==> config.mk <==
export PLATFORM = sky130hd
export DESIGN_NAME = pipe_stage_skid
export DESIGN_NICKNAME = d
export VERILOG_FILES = /design/src/rtl/pipe_stage_skid_pkg.sv /design/src/rtl/pipe_stage_skid_sat_counter.sv /design/src/rtl/pipe_stage_skid.sv
export SDC_FILE = /design/constraint.sdc
export NUM_CORES = 1
export LEC_CHECK = 0
export ABC_CLOCK_PERIOD_IN_PS = 1700
export BUFFER_PORTS_ARGS = -buffer_cell sky130_fd_sc_hd__buf_2
export CAP_MARGIN = 20
export CORE_MARGIN = 4
export CORE_UTILIZATION = 40
export CTS_BUF_LIST = sky130_fd_sc_hd__clkbuf_4 sky130_fd_sc_hd__clkbuf_8
export CTS_CLUSTER_SIZE = 24
export DETAILED_ROUTE_END_ITERATION = 6
export GPL_TIMING_DRIVEN = 0
export PLACE_DENSITY = 0.75
export SLEW_MARGIN = 20
export SYNTH_ARGS = -nofsm -noshare
export SYNTH_HDL_FRONTEND = slang
export SYNTH_SLANG_ARGS = --single-unit
==> constraint.sdc <==
create_clock -name clk -period 1.7 [get_ports clk]
set_input_delay 0.17 -clock clk [delete_from_list [all_inputs] [get_ports clk]]
set_output_delay 0.17 -clock clk [all_outputs]
set_load 0.01 [all_outputs]
==> src/rtl/pipe_stage_skid_pkg.sv <==
// Shared definitions for the pipeline skid stage: occupancy states and the zero payload.
package pipe_stage_skid_pkg;

   typedef enum logic [1:0] {
      ST_EMPTY = 2'd0,
      ST_FULL  = 2'd1,
      ST_SKID  = 2'd2
   } stage_state_e;

   localparam int unsigned PAYLOAD_MAX_W = 1024;
   localparam logic [PAYLOAD_MAX_W-1:0] PAYLOAD_ZERO = '0;

   localparam int unsigned STALL_CNT_W = 16;

endpackage

==> src/rtl/pipe_stage_skid_sat_counter.sv <==
// Saturating up-counter with synchronous clear; sticks at all-ones.
module pipe_stage_skid_sat_counter
   import pipe_stage_skid_pkg::*;
#(
   parameter int W = STALL_CNT_W
) (
   input  logic         clk,
   input  logic         clr_i,
   input  logic         inc_i,
   output logic [W-1:0] cnt_o
);

   logic [W-1:0] cnt_q;
   logic [W-1:0] cnt_d;

   always_comb begin
      cnt_d = cnt_q;
      if (inc_i && (cnt_q != {W{1'b1}})) begin
         cnt_d = cnt_q + {{(W-1){1'b0}}, 1'b1};
      end
   end

   always_ff @(posedge clk) begin
      if (clr_i) begin
         cnt_q <= '0;
      end else begin
         cnt_q <= cnt_d;
      end
   end

   assign cnt_o = cnt_q;

endmodule

==> src/rtl/pipe_stage_skid.sv <==
// Valid/ready pipeline stage: 2-entry skid buffer (registered in_ready) or single
// register with pass-through ready, plus a saturating downstream-stall counter.
module pipe_stage_skid
   import pipe_stage_skid_pkg::*;
#(
   parameter int DW         = 64,
   parameter int SKID       = 1,
   parameter int CLEAR_DATA = 1
) (
   input  logic          clk,
   input  logic          rst,
   input  logic          flush,
   input  logic          in_valid,
   output logic          in_ready,
   input  logic [DW-1:0] in_data,
   output logic          out_valid,
   input  logic          out_ready,
   output logic [DW-1:0] out_data,
   output logic [15:0]   stall_cnt
);

   localparam logic [DW-1:0] ZERO = PAYLOAD_ZERO[DW-1:0];

   stage_state_e  state_q, state_d;
   logic [DW-1:0] main_q, main_d;
   logic [DW-1:0] skid_q, skid_d;
   logic          in_xfer;
   logic          out_xfer;
   logic          stall_inc;

   assign out_valid = (state_q != ST_EMPTY);
   assign in_xfer   = in_valid && in_ready;
   assign out_xfer  = out_valid && out_ready;
   assign stall_inc = out_valid && !out_ready;

   // Flush beats transfers; a same-cycle output transfer is still delivered downstream.
   always_comb begin
      state_d = state_q;
      main_d  = main_q;
      skid_d  = skid_q;
      if (flush) begin
         state_d = ST_EMPTY;
         if (CLEAR_DATA != 0) begin
            main_d = ZERO;
            skid_d = ZERO;
         end
      end else begin
         case (state_q)
            ST_EMPTY: begin
               if (in_xfer) begin
                  state_d = ST_FULL;
                  main_d  = in_data;
               end
            end
            ST_FULL: begin
               if (in_xfer && out_xfer) begin
                  main_d = in_data;
               end else if (out_xfer) begin
                  state_d = ST_EMPTY;
               end else if (in_xfer && (SKID != 0)) begin
                  state_d = ST_SKID;
                  skid_d  = in_data;
               end
            end
            ST_SKID: begin
               if (out_xfer) begin
                  state_d = ST_FULL;
                  main_d  = skid_q;
               end
            end
            default: state_d = ST_EMPTY;
         endcase
      end
   end

   always_ff @(posedge clk) begin
      if (rst) begin
         state_q <= ST_EMPTY;
         main_q  <= ZERO;
         skid_q  <= ZERO;
      end else begin
         state_q <= state_d;
         main_q  <= main_d;
         skid_q  <= skid_d;
      end
   end

   // Skid mode registers ready from the next state so upstream never sees out_ready.
   if (SKID != 0) begin : g_skid_ready
      logic in_ready_q;
      always_ff @(posedge clk) begin
         if (rst) begin
            in_ready_q <= 1'b1;
         end else begin
            in_ready_q <= (state_d != ST_SKID);
         end
      end
      assign in_ready = in_ready_q;
   end else begin : g_pass_ready
      assign in_ready = out_ready || !out_valid;
   end

   assign out_data = ((CLEAR_DATA != 0) && !out_valid) ? ZERO : main_q;

   pipe_stage_skid_sat_counter #(
      .W (16)
   ) u_stall_cnt (
      .clk   (clk),
      .clr_i (rst),
      .inc_i (stall_inc),
      .cnt_o (stall_cnt)
   );

endmodule

==> results_dict.tcl <==
set metrics [dict create \
    avgSynthCellArea_um2 8.478 \
    worst_hold_slack_ns 0.1005 \
    synthMuxAreaShare_pct 10.76 \
    status "complete, but fails checks" \
    ys_warn_count 0 \
    critPathBufInv 3 \
    totalWireLength_mm 20.26 \
    max_freq_mhz 543.3 \
    drv_slew 0 \
    cts_tree "yes" \
    place_ws_ns -0.6011 \
    syn2layout_area_growth_pct 54.25 \
    port_buffers 149 \
    die_w_um 134.0 \
    postSynth.asyncResetShare_pct 0 \
    violations "negative setup slack" \
    rsz0062_at_grt "yes" \
    leakage_nw 4.343 \
    finalHoldViolCount 0 \
    worstSetupPathType "flip-flop to output pin" \
    htreeDepth 4 \
    crit_arrival_ns 1.67 \
    hold_class "input pin to flip-flop" \
    max_cap_viol_count 0 \
    cts.path.max_buffers 2 \
    io_pins 151 \
    nFillCells 1247 \
    synth_top_area_cell "dfxtp_1" \
    initial_core_util_pct 41.31 \
    place_area_mm2 0.007426 \
    synth_top_family_by_area "simple AND/OR/NAND/NOR gates" \
    drive_gt1_share_pct 34.92 \
    firstDrtPassIters 4 \
    period_share_pct 108.3 \
    yosys_most_used_dff "dfxtp_1" \
    power.density_mw_per_mm2 777.4 \
    syn_nets 819 \
    slowest_delay_ns 0.34 \
    layout.nets 1085 \
    finalPower_mw 7.614 \
    grt_use_total_pct 20.75 \
    synthTopCellsByArea "dfxtp_1 (46%), mux2i_1 (10%), nand2_1 (7.9%), a211oi_1 (7.6%), and2_1 (6.3%)" \
    cts_root_buf "clkbuf_8" \
    worst_pin_slew_ns 0.6620 \
    gp_congestion 0.8908 \
    cp_cell_sequence "or2_4, clkbuf_16, buf_8, and2_1, buf_2" \
    syn_inst 749 \
    synth_compound_gate_area_share_pct 15.72 \
    setup_slack_ns -0.1407 \
    synth_fa_ha_area_share_pct 0.1970 \
    drt-vias-per-instance 5.121 \
    fin_util_pct 63.72 \
    cp_slowest_cell "dfxtp_4" \
    relSlewSlack_pct 55.86 \
    synth_area_mm2 0.006350 \
    synth_edf_count 0 \
    worstPathRequired_ns 1.53 \
    hpwl_mm 12.20 \
    wire_per_inst_um 16.34 \
    cts.clk_slew.worst_paths_ns 0.08 \
    clock_latency_ns 0.46 \
    die_h_um 134.0 \
    grt_overflow 0 \
    cp_max_fo 10 \
    clkSinkCount 147 \
    grt_pass1_wl_mm 30.08 \
    coreArea_mm2 0.01537 \
    final_area_mm2 0.009794 \
    antenna_found_initial 1 \
    dp_cells 1109 \
    yosysSeqAreaShare_pct 46.34 \
    ir_drop_uv 615.4 \
    synth_top_area_share_pct 46.34 \
    cp-start-kind "flip-flop" \
    die_area_mm2 0.01795 \
    setup-violations-final 63 \
    instances_no_fill 1240 \
    synth_seq_cells 147 \
    yosysUniqueCellTypes 37 \
    tns_ns -6.217 \
    num_vias 6350 \
    critPathCaptureType "output pin" \
    rows 45 \
    skew_ns 0.008626 \
    grt_max_degree 17 \
    critPathTopFamily "buffers and inverters" \
    first_global_vias 6039 \
    cts_inserted_buffers 17 \
    drt-initial-drc-count 272 \
    synth_simple_gate_area_share_pct 23.09 \
    period_needed_ns 1.841 \
    route.detailed.drc 0 \
    final_antenna_net_count 0 \
    synthXorXnorAreaFrac_pct 0 \
]
metal layers:
layer | part of all wire (%) | global-route usage, %
met4 | 2.7 | 7.600
met3 | 5.2 | 4.764
met1 | 42 | 26.03
met2 | 50 | 34.92
met5 | 0 | 0
area by class of cell:
class	instances	area, µm²	area share, %
tap	211	264.0	2.695
sequential	147	2982	30.44
buffer	57	565.5	5.774
clock buffer	20	269.0	2.747
inverter	2	7.507	0.07665
timing repair buffer	251	2007	20.49
multi-input combinational	539	3518	35.92
clock inverter	12	178.9	1.827
antenna	1	2.502	0.02555
synthesized netlist by cell type, types with 6 or more instances:
master and instances:
dfxtp_1 147, nand2_1 133, a21oi_1 76, nor2_1 71, mux2i_1 66, a211oi_1 64, and2_1 64, clkbuf_1 51
o31ai_1 10, buf_2 8, nand4_1 6, or4_1 6
power by group:
part	internal [mW]	total, mW	switching [mW]
clock	1.70	3.06	1.36
combinational	0.509	1.00	0.494
sequential	3.51	3.55	0.0416
cell usage in the layout, fill, tap and decap left out, types with 12 or more instances in the layout:
| cell | instances |
|---|---|
| buf_2 | 114 |
| and2_4 | 34 |
| clkbuf_1 | 13 |
| dlygate4sd3_1 | 65 |
| nand2_1 | 131 |
| mux2i_1 | 65 |
| buf_8 | 12 |
| buf_4 | 33 |
| dfxtp_1 | 134 |
| buf_6 | 50 |
| a21oi_1 | 72 |
| nor2_1 | 71 |
| a211oi_1 | 42 |
| clkbuf_8 | 20 |
| and2_1 | 30 |
| a211oi_2 | 22 |
flip-flops by register name, summed over array words and instances (netlist names):
name / cells
u_stall_cnt.cnt_o: 16
state_q: 2
in_ready: 1
skid_q: 64
main_q: 64
worst min-delay path, cell delays in order:
cell,delay [ns]
buf_2,0.11
nand4b_1,0.09
a211o_1,0.14
path summary, 6_finish.rpt:
kind | slack (ns) | start | to | cells after the start
max reg2reg | -0.06 | state_q[1]$_SDFF_PP0_ | main_q[30]$_SDFFE_PP0P_ | 7
min reg2reg | 0.46 | skid_q[60]$_SDFFE_PP0P_ | skid_q[60]$_SDFFE_PP0P_ | 2
max | -0.14 | state_q[0]$_SDFF_PP0_ | out_data[37] | 5
min | 0.10 | in_valid | in_ready$_SDFF_PP1_ | 3
logic make-up after synthesis:
kind of cell | count (synthesis)
flip-flops | 147
AND/OR/NAND/NOR | 311
buffers and inverters | 63
multiplexers | 68
adder cells (fa/ha/maj) | 1
AO/OA/AOI/OAI | 159
timing repair:
| action | in CTS | in global routing |
|---|---|---|
| cloned | 3 | 7 |
| resized for setup | 149 | 128 |
| hold endpoints to repair | 65 | 0 |
| endpoints found under the setup margin | 203 | 198 |
| setup buffers | 11 | 17 |
| hold buffers | 65 | 0 |
| pin swaps | 11 | 36 |
No activity file was read; power rests on OpenSTA's default activity.
